`src/rtl/pmod_dac_tx.sv`:
```
// Pmod DAC transmitter: buffers 8-bit samples in a small FIFO and shifts each one
// out as a 16-bit SPI frame (4 mode bits, sample left-justified in 12 bits, 4 pad bits).
module pmod_dac_tx #(
  parameter int CLK_DIV    = 4,
  parameter int FIFO_DEPTH = 4
) (
  input  logic       clk,
  input  logic       reset,
  input  logic [7:0] data_in,
  input  logic       data_valid,
  output logic       data_ready,
  output logic       sync_n,
  output logic       sclk,
  output logic       sdata,
  output logic       busy,
  output logic       frame_done
);

  localparam int          AW     = $clog2(FIFO_DEPTH);
  localparam logic [7:0]  DIV_TC = 8'(CLK_DIV - 1);
  localparam logic [8:0]  GAP_TC = 9'(2 * CLK_DIV - 1);
  localparam logic [AW:0] FULL   = (AW + 1)'(FIFO_DEPTH);

  typedef enum logic [1:0] {S_IDLE, S_LOAD, S_SHIFT, S_GAP} state_t;

  state_t        r_state;
  logic [7:0]    r_mem [FIFO_DEPTH];
  logic [AW-1:0] r_wr_ptr;
  logic [AW-1:0] r_rd_ptr;
  logic [AW:0]   r_count;
  logic [7:0]    r_div;
  logic [4:0]    r_bit_cnt;
  logic [8:0]    r_gap;
  logic [15:0]   r_shift;
  logic          r_sync_n;
  logic          r_sclk;
  logic          r_frame_done;
  logic          r_busy;

  logic          w_push;
  logic          w_pop;
  logic [15:0]   w_frame;

  assign data_ready = (r_count != FULL);
  assign w_push     = data_valid && data_ready;
  assign w_pop      = (r_state == S_LOAD) && (r_count != '0);
  assign w_frame    = {4'b0000, r_mem[r_rd_ptr], 4'b0000};

  // sdata is the shifter MSB; clearing the shifter parks the line low between frames
  assign sdata      = r_shift[15];
  assign sync_n     = r_sync_n;
  assign sclk       = r_sclk;
  assign busy       = r_busy;
  assign frame_done = r_frame_done;

  always_ff @(posedge clk) begin
    if (w_push) r_mem[r_wr_ptr] <= data_in;
  end

  always_ff @(posedge clk or posedge reset) begin
    if (reset) begin
      r_wr_ptr <= '0;
      r_rd_ptr <= '0;
      r_count  <= '0;
    end else begin
      if (w_push) r_wr_ptr <= r_wr_ptr + AW'(1);
      if (w_pop)  r_rd_ptr <= r_rd_ptr + AW'(1);
      case ({w_push, w_pop})
        2'b10:   r_count <= r_count + (AW + 1)'(1);
        2'b01:   r_count <= r_count - (AW + 1)'(1);
        default: r_count <= r_count;
      endcase
    end
  end

  always_ff @(posedge clk or posedge reset) begin
    if (reset) begin
      r_state      <= S_IDLE;
      r_div        <= '0;
      r_bit_cnt    <= '0;
      r_gap        <= '0;
      r_shift      <= '0;
      r_sync_n     <= 1'b1;
      r_sclk       <= 1'b1;
      r_frame_done <= 1'b0;
      r_busy       <= 1'b0;
    end else begin
      r_frame_done <= 1'b0;
      r_busy       <= (r_state != S_IDLE) || (r_count != '0);
      case (r_state)
        S_IDLE: begin
          r_sync_n <= 1'b1;
          r_sclk   <= 1'b1;
          if (r_count != '0) r_state <= S_LOAD;
        end
        S_LOAD: begin
          r_shift   <= w_frame;
          r_div     <= '0;
          r_bit_cnt <= '0;
          r_sync_n  <= 1'b0;
          r_sclk    <= 1'b1;
          r_state   <= S_SHIFT;
        end
        S_SHIFT: begin
          if (r_div == DIV_TC) begin
            r_div  <= '0;
            r_sclk <= ~r_sclk;
            // data moves only on the rising edge so it is stable around the DAC's falling-edge sample
            if (!r_sclk) begin
              r_bit_cnt <= r_bit_cnt + 5'd1;
              if (r_bit_cnt < 5'd15) begin
                r_shift <= {r_shift[14:0], 1'b0};
              end else begin
                r_shift      <= '0;
                r_sync_n     <= 1'b1;
                r_sclk       <= 1'b1;
                r_frame_done <= 1'b1;
                r_gap        <= '0;
                r_state      <= S_GAP;
              end
            end
          end else begin
            r_div <= r_div + 8'd1;
          end
        end
        S_GAP: begin
          if (r_gap == GAP_TC) r_state <= S_IDLE;
          else                 r_gap   <= r_gap + 9'd1;
        end
        default: r_state <= S_IDLE;
      endcase
    end
  end

endmodule

```
`config.mk`:
```
export PLATFORM = sky130hd
export DESIGN_NAME = pmod_dac_tx
export DESIGN_NICKNAME = d
export VERILOG_FILES = /design/src/rtl/pmod_dac_tx.sv
export SDC_FILE = /design/constraint.sdc
export NUM_CORES = 1
export LEC_CHECK = 0
export CAP_MARGIN = 20
export CORE_MARGIN = 1
export CORE_UTILIZATION = 45
export CTS_BUF_LIST = sky130_fd_sc_hd__clkbuf_8
export CTS_CLUSTER_SIZE = 25
export DETAILED_ROUTE_END_ITERATION = 8
export DONT_BUFFER_PORTS = 1
export GPL_TIMING_DRIVEN = 0
export PLACE_DENSITY_LB_ADDON = 0.3
export SLEW_MARGIN = 20
export SYNTH_ARGS = -nofsm -noshare
export SYNTH_HDL_FRONTEND = slang
export SYNTH_SLANG_ARGS = --single-unit
```
`constraint.sdc`:
```
create_clock -name clk -period 5.7 [get_ports clk]
set_clock_uncertainty 0.2 [all_clocks]
set_input_delay 1.14 -clock clk [delete_from_list [all_inputs] [get_ports clk]]
set_output_delay 1.14 -clock clk [all_outputs]
set_load 0.02 [all_outputs]
```
==> results.yml, run 1 <==
yosys:
  synth.distinct_cells: 50
  synth-edff-count: 32
  synth_seq_cells: 79
  synthTopCellsByArea: "sky130_fd_sc_hd__dfrtp_1 (30%), sky130_fd_sc_hd__edfxtp_1 (25%), sky130_fd_sc_hd__mux4_2 (4.8%), sky130_fd_sc_hd__ha_1 (4.6%), sky130_fd_sc_hd__a21oi_1 (3.4%)"
  synth.largest_area_cell: "sky130_fd_sc_hd__dfrtp_1"
  synthesis.instances: 303
  synthArstFlopShare_pct: 59.49
  yosys-top-cells-count: "sky130_fd_sc_hd__dfrtp_1 (45), sky130_fd_sc_hd__edfxtp_1 (32), sky130_fd_sc_hd__a21oi_1 (26)"
  netlist_area_mm2: 0.003775
  yosysWarningCount: 0
  synthDominantCellAreaShare_pct: 29.83
  synth_flop_cell: "sky130_fd_sc_hd__dfrtp_1"
  ys_seq_area_share_pct: 56.68
  synth.avg_cell_area_um2: 12.46
  post-synth-top-count-cell: "sky130_fd_sc_hd__dfrtp_1"
  synth_fp_nets: 329
pwr:
  max-vdd-ir-drop_v: 0.0002280
  power.share.switching_pct: 25.99
  p_clk_share_pct: 34.2
  leakagePower_nw: 1.718
  power.density_cell_area_mw_per_mm2: 301.3
  proportion_of_power_drawn_by_combinational_gates_pct: 10.6
  internal_power_summed_over_all_cells_mw: 0.9211
  sequentialPowerShare_pct: 55.1
  total_switching_power_mw: 0.3235
grt:
  gr-usage-all-layers_pct: 17.89
  antenna_found_initial: 0
  via_count_of_the_first_global_routing_pass: 2415
  grt-ovfl-total: 0
  wire_length_of_the_first_global_routing_pass_mm: 11.84
  grt_start_max_net_pins: 30
run:
  max-cap-violations: 0
sta:
  tns_ps: 0
  maxSlewViolCount: 0
  worst_slack_ps: 3202
  maxSlewHeadroom_pct: 50.63
  worst-slew-pin-transition_ps: 734.9
  final-hold-violation-count: 0
  whs_ps: 282.7
  finalSetupViolCount: 0
  period_share_pct: 43.83
  setup_repair_after_global_routing_missed_its_margin: "false"
  fmaxAchievable_mhz: 400.3
  period_minus_slack_ps: 2498
clocking:
  clock_sinks: 79
  cts-root-to-sink-buffers: 2
  cts_root_buf: "sky130_fd_sc_hd__clkbuf_8"
  post_cts_hold_buffer_count: 0
  postCtsSetupRepairBufs: 0
  cts.htree.levels: 3
  tritoncts.num_buffers: 9
  clk_transition_reported_paths_ps: 80
  ctsResizeCount: 0
  tritoncts: "done"
  clk_latency_ps: 350
die:
  top_level_ports: 17
  fp.dieH_um: 93.59
  placementRows: 33
  initial_core_util_pct: 46.17
  die_area_mm2: 0.008759
  core_region_area_mm2: 0.008175
  chipWidth_um: 93.59
drt:
  via_count: 2398
  first_iter_violations: 133
  vias_per_cell: 5.642
  route.detailed.drc: 0
  post_drt_wl_per_cell_um: 16.34
  drt.antenna.violating_nets: 0
  postRouteWirelength_mm: 6.946
  first_pass_iters: 4
place:
  numPortBuffers: 0
  hpwl_mm: 4.749
  dp_worst_setup_slack_ps: 3046
  placed_cell_area_mm2: 0.003926
  numPlacedInstances: 409
  gp_congestion: 0.7914
finish:
  post_layout_nonfiller_instances: 425
  post_route_cells_drive_above_1_share_pct: 12.19
  final_design_area_no_fill_mm2: 0.004130
  layout.filler_cells: 723
  nNetsFinal: 341
  antennaDiodeCount: 0
  area_growth_syn_to_layout_pct: 9.413
worst_setup_path:
  path_class: "flop to flop"
  critical_path_launch_point_type: "flop"
  cp_max_fo: 6
  cpMaxStageDelayCell: "sky130_fd_sc_hd__dfrtp_1"
  critical_path.most_common_cell: "sky130_fd_sc_hd__inv_1"
  cp_data_arrival_time_ps: 2570
  cp_data_required_time_ps: 5780
  worst_setup_path_end_kind: "flop"
  cp_slowest_stage_delay_ps: 420
  worst_path_cell_trace: "inv_1 -> nand3_1 -> and2_1 -> inv_1 -> ha_1 -> inv_1 -> fa_1 -> xor2_1 -> nor2_1 -> xor2_1"
hold_path:
  hp-class: "flop to flop"
outcome:
  outcome: "finished clean"
## registers in the layout, summed over array words and instances, names as in the netlist
signal and count:
r_mem 32, r_state 2, r_div 8, frame_done 1
r_shift 12, r_gap 9, r_count 3, sync_n 1
r_rd_ptr 2, busy 1, r_bit_cnt 5, sclk 1
r_wr_ptr 2
## kinds of logic after synthesis
group / count (synthesis) / share of synthesized area [%]
fa+ha+maj: 15 / 5.171
buf+inv: 32 / 3.646
flops: 79 / 56.68
compound gates: 63 / 11.67
xor+xnor: 9 / 2.088
simple gates: 86 / 12.86
mux: 19 / 7.888
## cell type report
class                   instances  area (um2)  share of cell area, %
clock inverters                 7       80.08                  1.939
flip-flops and latches         79        2140                  51.80
repair buffers                  1       20.02                 0.4847
plain buffers                  13       66.31                  1.606
well taps                     105       131.4                  3.181
inverters                      19       71.32                  1.727
clock buffers                   9       123.9                  2.999
multi-input cells             192        1498                  36.26
## layout by cell type (no fill, tap or decap), types with 9 or more instances in the layout
cell type and instances:
sky130_fd_sc_hd__dfrtp_1 45, sky130_fd_sc_hd__edfxtp_1 32, sky130_fd_sc_hd__a21oi_1 26, sky130_fd_sc_hd__nand3_1 21
sky130_fd_sc_hd__and3_1 19, sky130_fd_sc_hd__inv_1 18, sky130_fd_sc_hd__ha_1 14, sky130_fd_sc_hd__nand2_1 12
sky130_fd_sc_hd__clkbuf_1 9, sky130_fd_sc_hd__clkbuf_8 9
## worst paths after layout
kind	from	end	slack, ps	cells after the start
max	r_count[0]	r_count[2]	3200	10
min	r_shift[13]	r_shift[13]	280	1
max reg2reg	r_count[0]	r_count[2]	3200	10
min reg2reg	r_shift[13]	r_shift[13]	280	1
max in group asynchronous	reset	sync_n	4250	2
min in group asynchronous	reset	r_shift[4]	460	1
## through the flow
step	utilization (%)	power [mW]
finish	50.52	1.245
global route	50.52	1.306
CTS	50.52	1.265
detailed placement	48.03	0.8340
global placement	47.78	0.8246
floorplan	-	0.7950
## metal layers
metal / vias to the layer above / share of wire [%] / global-route usage (%)
met4: 0 / 0.98 / 5.513
li1: 1152 / - / -
met1: 1197 / 45 / 22.25
met2: 42 / 50 / 29.84
met5: - / 0 / 0
met3: 7 / 4.2 / 5.528
## worst max-delay path: cells and delay by family, from the launching register on
family / cells / cell delay (ps)
xor+xnor: 2 / 300
fa+ha+maj: 2 / 550
buf+inv: 3 / 240
flops: 1 / 420
simple gates: 3 / 740
## power by group through the flow
| stage | logic [mW] | clock network [mW] | registers, mW |
|---|---|---|---|
| finish | 0.132 | 0.426 | 0.686 |
| global route | 0.152 | 0.463 | 0.692 |
| floorplan | 0.104 | 0 | 0.691 |
| detailed placement | 0.135 | 0 | 0.699 |
| global placement | 0.129 | 0 | 0.696 |
| CTS | 0.136 | 0.442 | 0.687 |
(Power assumes the default switching activity.)
==> run 2: changes to the inputs <==
clock period = 2.3 ns   (was 5.7 ns; I/O delays follow)
==> results.yml, run 2 (synthesis results as in run 1) <==
pwr:
  leakagePower_nw: 1.785
  power.density_cell_area_mw_per_mm2: 735.5
  max-vdd-ir-drop_v: 0.0005879
finish:
  final_design_area_no_fill_mm2: 0.004318
  area_growth_syn_to_layout_pct: 14.39
  layout.cells.most_common: "sky130_fd_sc_hd__dfrtp_1"
  antennaDiodeCount: 0
  nNetsFinal: 353
  layout.core_utilization_pct: 52.82
  post_route_cells_drive_above_1_share_pct: 18.37
  largest_reg_flops: 32
  layout_common_cells: "sky130_fd_sc_hd__dfrtp_1 (44), sky130_fd_sc_hd__edfxtp_1 (32), sky130_fd_sc_hd__a21oi_1 (26)"
  largest_registers: "r_mem: 32 flops, r_shift: 12 flops, r_gap: 9 flops"
  registers.top_by_ff_count: "r_mem"
die:
  initial_core_util_pct: 46.17
  core_region_area_mm2: 0.008175
  fp.dieH_um: 93.59
  die_area_mm2: 0.008759
  placementRows: 33
  chipWidth_um: 93.59
  top_level_ports: 17
hold_path:
  hp-class: "input port to flop"
sta:
  worst-slew-pin-transition_ps: 573.2
  fmaxAchievable_mhz: 453.1
  period_share_pct: 95.96
  setup_repair_after_global_routing_missed_its_margin: "true"
  finalSetupViolCount: 0
  maxSlewHeadroom_pct: 61.78
  maxSlewViolCount: 0
  final-hold-violation-count: 0
  period_minus_slack_ps: 2207
grt:
  grt_start_max_net_pins: 28
  via_count_of_the_first_global_routing_pass: 2491
  wire_length_of_the_first_global_routing_pass_mm: 12.09
  gr-usage-all-layers_pct: 18.23
  antenna_found_initial: 0
  grt-ovfl-total: 0
place:
  hpwl_mm: 4.749
  placed_cell_area_mm2: 0.003931
  numPortBuffers: 0
  gp_congestion: 0.8080
clocking:
  clk_latency_ps: 360
  tritoncts.num_buffers: 9
  cts.htree.levels: 3
  clk_transition_reported_paths_ps: 90
  cts_root_buf: "sky130_fd_sc_hd__clkbuf_8"
  tritoncts: "done"
  cts-root-to-sink-buffers: 2
  clock_sinks: 79
worst_setup_path:
  worst_setup_path_end_kind: "flop"
  cpMaxStageDelayCell: "sky130_fd_sc_hd__dfrtp_1"
  cp_max_fo: 6
  critical_path.top_delay_family: "adder cells"
  cp_slowest_stage_delay_ps: 430
  worst_path_cell_trace: "inv_2 -> nand3_4 -> and2_4 -> inv_1 -> ha_1 -> inv_1 -> fa_1 -> xor2_1 -> nor2_1 -> xor2_1"
  critical_path_launch_point_type: "flop"
  cp_data_required_time_ps: 2390
  worst-path-buf-inv: 3
  path_class: "flop to flop"
  cp_data_arrival_time_ps: 2290
drt:
  drt.antenna.violating_nets: 0
  via_count: 2461
  post_drt_wl_per_cell_um: 16.49
  first_iter_violations: 109
  vias_per_cell: 5.632
  postRouteWirelength_mm: 7.208
  route.detailed.drc: 0
  first_pass_iters: 4
outcome:
  outcome: "finished clean"
run:
  max-cap-violations: 0
==> run 2: cell types whose count changed in the layout (fill, tap and decap cells not counted), sizes merged <==
cell | previous run | this run
buf | 5 | 9
clkbuf | 18 | 17
clkinv | 3 | 0
clkinvlp | 0 | 1
dlygate4sd3 | 0 | 9
inv | 22 | 24
==> run 2: worst paths after layout <==
path / from / end / slack (ps) / cells after the start
max in group asynchronous: reset / sclk / 940 / 3
max: r_count[0] / r_count[2] / 90 / 10
min in group asynchronous: reset / r_shift[4] / 380 / 2
max reg2reg: r_count[0] / r_count[2] / 90 / 10
min reg2reg: r_shift[13] / r_shift[13] / 290 / 1
min: data_valid / r_wr_ptr[0] / 140 / 2
==> run 2: power breakdown <==
group / switching [mW] / internal, mW
Clock: 0.569 / 0.528
Sequential: 0.0717 / 1.64
Combinational: 0.221 / 0.146
Total: 0.862 / 2.31
==> run 2: worst register-to-register path, stage by stage (launching register included) <==
cell and delay [ps]:
sky130_fd_sc_hd__dfrtp_1 430, sky130_fd_sc_hd__inv_2 110, sky130_fd_sc_hd__nand3_4 140, sky130_fd_sc_hd__and2_4 200, sky130_fd_sc_hd__inv_1 50, sky130_fd_sc_hd__ha_1 170, sky130_fd_sc_hd__inv_1 60, sky130_fd_sc_hd__fa_1 370
sky130_fd_sc_hd__xor2_1 150, sky130_fd_sc_hd__nor2_1 110, sky130_fd_sc_hd__xor2_1 150
==> run 2: layer usage <==
layer,share of wire (%),vias to the layer above,wire [um],GRT usage [%]
met1,45,1231,3259,23.03
met4,0.89,0,64,6.667
li1,-,1171,-,-
met2,50,53,3597,30.21
met3,4.0,6,287,4.715
met5,0,-,0,0
==> run 2: metrics by stage <==
step	power (mW)	std cells	setup slack, ps	TNS [ps]	hold WS, ps
after floorplan	1.977	303	39.16	0	249.6
after global placement	2.046	408	-158.3	-3848	261.5
after detailed placement	2.070	409	-189.0	-2280	201.6
after CTS	3.210	437	8.368	0	162.1
after global routing	3.321	437	-85.83	-90.06	128.9
final	3.176	437	92.91	0	135.9
==> run 2: timing repair <==
item	4_1_cts	5_1_grt
resized for setup	11	11
pin swaps	2	2
gates cloned	0	0
hold buffers	9	0
hold endpoints to repair	52	0
buffers inserted	3	1
setup endpoints to repair	27	27
==> run 2: cell type report <==
type | count | area [um2]
plain buffers | 12 | 66.31
well taps | 105 | 131.4
clock buffers | 9 | 123.9
flip-flops and latches | 79 | 2141
fillers | 697 | 3857
inverters | 19 | 71.32
multi-input cells | 192 | 1558
repair buffers | 14 | 140.1
clock inverters | 7 | 86.33
